$ cat src/rtl/input_vc_ctrl_pkg.sv
// Shared definitions for the input VC controller: width helper, flit field
// positions and the controller state encoding.
package input_vc_ctrl_pkg;

    // Number of bits needed to represent value (minimum 1).
    function automatic int clogb2(input int value);
        int result;
        result = 0;
        for (int v = value; v > 0; v = v >> 1) begin
            result++;
        end
        if (result == 0) begin
            result = 1;
        end
        return result;
    endfunction

    function automatic int flit_head_bit(input int flit_width);
        return flit_width - 1;
    endfunction

    function automatic int flit_tail_bit(input int flit_width);
        return flit_width - 2;
    endfunction

    // MSB of the precomputed output-port field; the field extends downward.
    function automatic int flit_oport_msb(input int flit_width);
        return flit_width - 3;
    endfunction

    typedef enum logic [1:0] {
        ST_IDLE   = 2'd0,
        ST_WAIT   = 2'd1,
        ST_ACTIVE = 2'd2
    } vc_state_e;

endpackage

$ cat src/rtl/input_vc_ctrl_flit_fifo.sv
// Circular flit buffer with registered full/empty flags and an
// asynchronous front-entry read so the head flit is visible one cycle after push.
module flit_fifo
    import input_vc_ctrl_pkg::*;
#(
    parameter int WIDTH  = 36,
    parameter int DEPTH  = 4,
    parameter int ADDR_W = clogb2(DEPTH - 1)
) (
    input  logic             clock,
    input  logic             reset,
    input  logic             push,
    input  logic             pop,
    input  logic [WIDTH-1:0] wr_data,
    output logic [WIDTH-1:0] rd_data,
    output logic             full,
    output logic             empty
);

    localparam logic [ADDR_W:0] FULL_COUNT = (ADDR_W + 1)'(DEPTH);

    logic [WIDTH-1:0]  mem [DEPTH];
    logic [ADDR_W-1:0] wr_ptr_reg;
    logic [ADDR_W-1:0] rd_ptr_reg;
    logic [ADDR_W:0]   count_reg;
    logic [ADDR_W:0]   count_next;
    logic              full_reg;
    logic              empty_reg;
    logic              push_ok;
    logic              pop_ok;

    assign push_ok = push & ~full_reg;
    assign pop_ok  = pop & ~empty_reg;

    always_comb begin
        count_next = count_reg;
        if (push_ok && !pop_ok) begin
            count_next = count_reg + 1'b1;
        end else if (pop_ok && !push_ok) begin
            count_next = count_reg - 1'b1;
        end
    end

    // DEPTH is a power of two, so the pointers wrap naturally.
    always_ff @(posedge clock) begin
        if (reset) begin
            wr_ptr_reg <= '0;
            rd_ptr_reg <= '0;
            count_reg  <= '0;
            full_reg   <= 1'b0;
            empty_reg  <= 1'b1;
        end else begin
            if (push_ok) begin
                wr_ptr_reg <= wr_ptr_reg + 1'b1;
            end
            if (pop_ok) begin
                rd_ptr_reg <= rd_ptr_reg + 1'b1;
            end
            count_reg <= count_next;
            full_reg  <= (count_next == FULL_COUNT);
            empty_reg <= (count_next == '0);
        end
    end

    always_ff @(posedge clock) begin
        if (push_ok) begin
            mem[wr_ptr_reg] <= wr_data;
        end
    end

    assign rd_data = mem[rd_ptr_reg];
    assign full    = full_reg;
    assign empty   = empty_reg;

endmodule

$ cat src/rtl/input_vc_ctrl.sv
// Per-input-VC packet controller: buffers flits, requests an output VC for
// each head flit, then streams the packet to the switch until its tail leaves.
module input_vc_ctrl
    import input_vc_ctrl_pkg::*;
#(
    parameter int NPORTS     = 5,
    parameter int NVCS       = 2,
    parameter int FLIT_WIDTH = 36,
    parameter int DEPTH      = 4,
    parameter int LOG_NPORTS = clogb2(NPORTS - 1),
    parameter int LOG_NVCS   = clogb2(NVCS - 1),
    parameter int LOG_DEPTH  = clogb2(DEPTH - 1)
) (
    input  logic                  clock,
    input  logic                  reset,
    input  logic                  enable,
    input  logic [FLIT_WIDTH-1:0] in_flit,
    input  logic                  in_valid,
    output logic                  in_ready,
    output logic [LOG_NPORTS-1:0] oport,
    output logic                  allocate,
    input  logic [LOG_NVCS-1:0]   next_vc,
    input  logic                  next_vc_valid,
    output logic [FLIT_WIDTH-1:0] out_flit,
    output logic [LOG_NVCS-1:0]   out_vc,
    output logic [LOG_NPORTS-1:0] out_oport,
    output logic                  out_valid,
    input  logic                  out_ready,
    output logic                  busy,
    output logic                  err
);

    localparam int HEAD_BIT  = flit_head_bit(FLIT_WIDTH);
    localparam int TAIL_BIT  = flit_tail_bit(FLIT_WIDTH);
    localparam int OPORT_MSB = flit_oport_msb(FLIT_WIDTH);

    vc_state_e             state_reg;
    vc_state_e             state_next;
    logic [LOG_NVCS-1:0]   out_vc_reg;
    logic [LOG_NVCS-1:0]   out_vc_next;
    logic [LOG_NPORTS-1:0] out_oport_reg;
    logic [LOG_NPORTS-1:0] out_oport_next;
    logic                  err_reg;
    logic                  err_next;

    logic [FLIT_WIDTH-1:0] front_flit;
    logic                  front_head;
    logic                  front_tail;
    logic [LOG_NPORTS-1:0] front_oport;
    logic                  fifo_full;
    logic                  fifo_empty;
    logic                  push;
    logic                  pop;

    // fifo_full is a register, so in_ready only adds the global enable gate.
    assign in_ready = ~fifo_full & enable;
    assign push     = in_valid & in_ready;

    flit_fifo #(
        .WIDTH  (FLIT_WIDTH),
        .DEPTH  (DEPTH),
        .ADDR_W (LOG_DEPTH)
    ) u_flit_fifo (
        .clock   (clock),
        .reset   (reset),
        .push    (push),
        .pop     (pop),
        .wr_data (in_flit),
        .rd_data (front_flit),
        .full    (fifo_full),
        .empty   (fifo_empty)
    );

    assign front_head  = front_flit[HEAD_BIT];
    assign front_tail  = front_flit[TAIL_BIT];
    assign front_oport = front_flit[OPORT_MSB -: LOG_NPORTS];

    always_comb begin
        state_next     = state_reg;
        out_vc_next    = out_vc_reg;
        out_oport_next = out_oport_reg;
        err_next       = err_reg;
        allocate       = 1'b0;
        out_valid      = 1'b0;
        pop            = 1'b0;
        oport          = front_oport;

        case (state_reg)
            ST_IDLE, ST_WAIT: begin
                if (!fifo_empty) begin
                    if (front_head) begin
                        // The head stays queued; it leaves later as the first ACTIVE flit.
                        allocate = enable & next_vc_valid;
                        if (allocate) begin
                            state_next     = ST_ACTIVE;
                            out_vc_next    = next_vc;
                            out_oport_next = front_oport;
                        end else if (enable) begin
                            state_next = ST_WAIT;
                        end
                    end else if (state_reg == ST_IDLE) begin
                        pop = enable;
                        if (enable) begin
                            err_next = 1'b1;
                        end
                    end
                end
            end
            ST_ACTIVE: begin
                out_valid = enable & ~fifo_empty;
                pop       = out_valid & out_ready;
                if (pop && front_tail) begin
                    state_next = ST_IDLE;
                end
            end
            default: begin
                state_next = ST_IDLE;
            end
        endcase
    end

    always_ff @(posedge clock) begin
        if (reset) begin
            state_reg     <= ST_IDLE;
            out_vc_reg    <= '0;
            out_oport_reg <= '0;
            err_reg       <= 1'b0;
        end else begin
            state_reg     <= state_next;
            out_vc_reg    <= out_vc_next;
            out_oport_reg <= out_oport_next;
            err_reg       <= err_next;
        end
    end

    assign out_flit  = front_flit;
    assign out_vc    = out_vc_reg;
    assign out_oport = out_oport_reg;
    assign busy      = (state_reg != ST_IDLE);
    assign err       = err_reg;

endmodule

$ cat config.mk
export PLATFORM = sky130hd
export DESIGN_NAME = input_vc_ctrl
export DESIGN_NICKNAME = d
export VERILOG_FILES = /design/src/rtl/input_vc_ctrl_pkg.sv /design/src/rtl/input_vc_ctrl_flit_fifo.sv /design/src/rtl/input_vc_ctrl.sv
export SDC_FILE = /design/constraint.sdc
export NUM_CORES = 1
export LEC_CHECK = 0
export BUFFER_PORTS_ARGS = -buffer_cell sky130_fd_sc_hd__buf_2
export CAP_MARGIN = 25
export CORE_UTILIZATION = 45
export CTS_CLUSTER_SIZE = 30
export DETAILED_ROUTE_END_ITERATION = 10
export PLACE_DENSITY = 0.68
export SYNTH_ARGS = -nofsm -noshare
export SYNTH_HDL_FRONTEND = slang
export SYNTH_HIERARCHICAL = 1
export SYNTH_SLANG_ARGS = --single-unit
export TNS_END_PERCENT = 1
$ cat constraint.sdc
create_clock -name clock -period 5.75 [get_ports clock]
set_clock_uncertainty 0.15 [all_clocks]
set_input_delay 0.8625 -clock clock [delete_from_list [all_inputs] [get_ports clock]]
set_output_delay 0.8625 -clock clock [all_outputs]
set_load 0.005 [all_outputs]
# --- Word-level counts from Yosys, hierarchy flattened ---
# Memory sizes are Yosys's and may differ from the RTL's. A register that Yosys moved wholly into a read port is not among the register bits.
# Cells that the tools add are included.
word_totals:
  regBits: 16
  ramBits: 144
  inputBits: 43
  output_inout_bits: 48
  elab_cells: 63
  n_memories: 1
op_classes:
  n_addsub: 4
  eq_ne: 7
  mux: 20
  n_bitwise: 10
  reduce_logical: 12
memory_table:
  columns: ["memory", "depth", "width", "rd", "rd_ports_with_merged_regs", "write_ports", "line", "text"]
  rows:
  - ["u_flit_fifo.mem", 4, 36, 1, 1, 1, "input_vc_ctrl_flit_fifo.sv:22", "logic [WIDTH-1:0] mem [DEPTH];"]
ops:
  columns: ["op", "count"]
  rows:
  - ["2-bit 2-to-1 mux", 7]
  - ["1-bit 2-to-1 mux", 9]
  - ["4-bit AND reduction", 2]
  - ["1-bit bitwise AND", 7]
  - ["3-bit 2-to-1 mux", 2]
  - ["2-bit inequality test (second input constant)", 3]
  - ["5-bit AND reduction", 1]
  - ["2-bit by 1-bit adder with 2-bit output (second input constant)", 2]
  - ["2-bit case mux with 2 select lines", 1]
  - ["3-bit by 1-bit adder with 3-bit output (second input constant)", 1]
  - ["3-bit equality test (second input constant)", 1]
  - ["1-bit logical AND", 3]
  - ["3-bit zero test", 1]
  - ["3-bit inequality test (second input constant)", 1]
  - ["1-bit NOT", 3]
  - ["3-bit by 1-bit subtractor with 3-bit output (second input constant)", 1]
  - ["2-bit by 1-bit equality test with 1-bit output (second input constant)", 1]
  - ["2-bit equality test (second input constant)", 1]
  - ["1-bit zero test", 2]
  - ["2-bit zero test", 1]
  - ["1-bit case mux with 2 select lines", 1]
  - ["2-bit nonzero test", 1]
  - ["2-bit OR reduction", 1]

# --- Logic depth before layout (Yosys ltp) ---
logic_depth:
  depth_word: 10
  ltp_mapped: 10
  depth_no_buf: 8

# --- Cells and area by module ---
# The synthesis kept the hierarchy.
modules_own_cells:
  columns: ["module", "instances", "cells_per_inst", "area_each_um2", "seq_area_each_um2"]
  rows:
  - ["flit_fifo", 1, 257, 5820.6, 4544.4]
  - ["input_vc_ctrl", 1, 42, 394.1, 140.1]

# --- Worst setup path before layout ---
# No wires, ideal clock.
synth_timing:
  path_kind: "in2reg"
  start: "input enable"
  end: "memory u_flit_fifo.mem[0][0], enable pin"
  setup_ns: 0.397
  t_arrival_ns: 2.444
  required_time_ns: 5.203
  slack_ns: 2.759
  cell_stages: 5
  path_buffers: 1
  path_cell_list: "nor2b_1 and2_1 nor2b_4 buf_6 and2_1"
synth_via:
  elab_chain_len: 5
synth_rtl:
  columns: ["item", "line", "text"]
  rows:
  - ["start, declared", "input_vc_ctrl.sv:16", "input logic enable,"]
  - ["1-bit bitwise AND", "input_vc_ctrl.sv:56", "assign in_ready = ~fifo_full & enable;"]
  - ["1-bit bitwise AND", "input_vc_ctrl.sv:57", "assign push = in_valid & in_ready;"]
  - ["via push", "input_vc_ctrl.sv:52", "logic push;"]
  - ["1-bit bitwise AND", "input_vc_ctrl_flit_fifo.sv:32", "assign push_ok = push & ~full_reg;"]
  - ["1-bit 2-to-1 mux", "input_vc_ctrl_flit_fifo.sv:66", "if (push_ok) begin"]
  - ["1-bit 2-to-1 mux (not written as such)", "input_vc_ctrl_flit_fifo.sv:67", "mem[wr_ptr_reg] <= wr_data;"]
  - ["end, declared", "input_vc_ctrl_flit_fifo.sv:22", null]
# The timed path passes the listed nets, and every way through them passes these cells.

==> flow_summary.json <==
{
  "core_region_area_mm2": 0.01335,
  "maxCapViolCount": 0,
  "syn_area_mm2": 0.006215,
  "synth.top_cell.area_share_pct": 69.58,
  "drt_first_pass_iters": 4,
  "place_area_mm2": 0.006779,
  "clockRootBuffer": "clkbuf_16",
  "start_kind": "flop",
  "worstPathCellList": "buf_4, mux4_2, buf_2",
  "yosys.area.top_type": "edfxtp_1",
  "grt-ovfl-total": 0,
  "min_period_ns": 3.367,
  "htree_levels": 4,
  "cts.sinks": 162,
  "cts_buffers": 17,
  "fin_area_mm2": 0.007386,
  "setup_viol": 0,
  "tns_ns": 0,
  "drive_gt1_share_pct": 42.12,
  "row_count": 42,
  "ant_nets": 0,
  "fillCellCount": 1024,
  "groute.usage.overall_pct": 16.43,
  "clkTransAtPathRegs_ns": 0.06,
  "ctsHoldBuffers": 0,
  "die-area_mm2": 0.01428,
  "hold_end": "out_oport[1]",
  "synthCells": 299,
  "regToRegEndpoint": "u_flit_fifo/empty",
  "synth_nets": 348,
  "path_class": "flop to output pin",
  "ctsResizeCount": 0,
  "slowest_stage": "dfxtp_2",
  "clockBufferDepth": 2,
  "grt_pass1_vias": 3196,
  "cp-end-kind": "output pin",
  "synth-seq-area-share_pct": 75.38,
  "slew_viol_final": 0,
  "remaining_drc_errors": 0,
  "rsz0062_at_grt": "false",
  "largest_register_ff_count": 144,
  "p_leak_nw": 2.515,
  "report.final.hold_viol_count": 0,
  "cp.arrival_ns": 2.35,
  "clk_latency_ns": 0.41,
  "reg2reg_depth": 8,
  "hp-class": "flop to flop",
  "p_per_area_mw_per_mm2": 355.0,
  "min_from": "out_oport[1]",
  "worstHoldPathCells": 2,
  "critPathRequiredTime_ns": 4.74,
  "period_share_pct": 58.55,
  "gp_congestion": 0.7969,
  "syn_to_final_growth_pct": 18.84,
  "drt-initial-drc-count": 153,
  "hold_ws_ns": 0.3215,
  "irDropWorstVdd_mv": 0.3369,
  "critPathMaxFanout": 23,
  "synth.distinct_cells": 37,
  "synth-edff-count": 144,
  "async_reset_ff_share_pct": 0,
  "timing.fmax_mhz": 297.0,
  "synth_area_leaders": "edfxtp_1 (70%), mux4_2 (13%), dfxtp_1 (5.8%)",
  "ioPinCount": 91,
  "ys.warnings.count": 6,
  "synth-seq-cells": 162,
  "dp_hpwl_mm": 6.308,
  "nets": 442,
  "drt_wl_total_mm": 10.52,
  "grt_max_degree": 37,
  "cpPeakStageDelay_ns": 0.65,
  "antenna_found_initial": 2,
  "worst_pin_slew_ns": 1.018,
  "num_antenna_cells": 0,
  "r2r_slack_ns": 2.58,
  "die_x_um": 119.5,
  "via_count": 3014,
  "vias_per_cell": 5.179,
  "start_util_pct": 46.56,
  "ys.flop_type": "edfxtp_1",
  "relSlewSlack_pct": 32.16,
  "status": "finished clean",
  "wire_per_inst_um": 18.07,
  "grt_pass1_wl_mm": 16.82,
  "syn_avg_cell_area_um2": 20.78,
  "portBuffers": 90,
  "cts_setup_buffers": 0,
  "dieHeight_um": 119.5,
  "cts_tree": "yes"
}
## critical path: cells and delay by family, from the launching register on
family	cells	cell delay (ns)
multiplexers	1	0.60
buffers and inverters	2	0.67
flip-flops	1	0.65
## final cells by class
class	count	area [um^2]	share of cell area [%]
Sequential cell	162	4687	63.46
Clock buffer	19	432.9	5.861
Tap cell	176	220.2	2.982
Timing Repair Buffer	91	457.9	6.200
Clock inverter	13	173.9	2.355
Inverter	6	22.52	0.3049
Multi-Input combinational cell	115	1391	18.84
## cell families (layout without fill, tap and decap cells)
| logic type | count (synthesis) | in the layout | synth area share, % |
|---|---|---|---|
| buffers and inverters | 22 | 129 | 2.315 |
| and+or+nand+nor | 50 | 50 | 4.913 |
| adders and majority gates | 6 | 6 | 1.208 |
| muxes | 40 | 40 | 13.69 |
| DFF | 162 | 162 | 75.38 |
| xor gates and xnor gates | 6 | 6 | 0.9664 |
| AOI/OAI and AO/OA | 13 | 13 | 1.530 |
## worst max-delay path by stage
stage	endpoint	slack, ns	depth (start not counted)
after floorplan	u_flit_fifo/mem[0][0]	2.76	5
after CTS	out_flit[26]	2.28	3
final	out_flit[26]	2.38	3
after global routing	out_flit[13]	2.15	3
after global placement	u_flit_fifo/mem[0][14]	2.68	5
after detailed placement	u_flit_fifo/empty	2.59	8
## per-layer routing
metal / vias to the layer above / track usage, % / wire (um)
met5: - / 0 / 8
met4: 2 / 5.781 / 104
met3: 11 / 6.416 / 627
met2: 97 / 25.79 / 5268
met1: 1518 / 20.88 / 4510
li1: 1386 / - / -
## cell usage after synthesis (all sizes together), types with 2 or more instances
master,count
a21oi,5
buf,14
nand2,5
inv,6
dfxtp,18
nor2b,5
clkbuf,2
nand2b,10
a311oi,3
mux4,36
and2,6
mux2i,4
ha,6
edfxtp,144
nor2,9
xnor2,5
nand3,2
nor3b,2
and3,2
nor4,3
nor3,3
## metrics by stage
step                      utilization (%)  total power [mW]  cells  setup WS [ns]
after detailed placement            50.79             1.507    550          2.588
after floorplan                         -             1.444    299          2.759
final                               55.33             2.622    582          2.383
after CTS                           55.33             2.644    582          2.280
after global placement              50.79             1.501    550          2.683
after global routing                55.33             2.715    582          2.148
## power breakdown
| part | internal (mW) | leakage (nW) | switching [mW] |
|---|---|---|---|
| clock network | 0.691 | 0.279 | 0.452 |
| logic | 0.0701 | 0.781 | 0.0765 |
| registers | 1.32 | 1.46 | 0.0160 |
## placed cells by master (no fill, tap or decap), drive strengths merged
cell type,n
dfxtp,18
nor2,9
nand2b,10
nand3,2
mux2i,4
o31ai,1
o21ba,1
xor2,1
a311oi,3
or2,1
ha,6
a21boi,1
clkbuf,19
nand2,5
nor4,3
nor2b,5
nand3b,1
clkinvlp,5
and2,6
mux4,36
and4,1
nor3b,2
a211oi,1
and3,2
o21ai,1
buf,91
a21oi,5
nor3,3
xnor2,5
bufinv,3
edfxtp,144
inv,11
No activity file was read; power rests on OpenSTA's default activity.
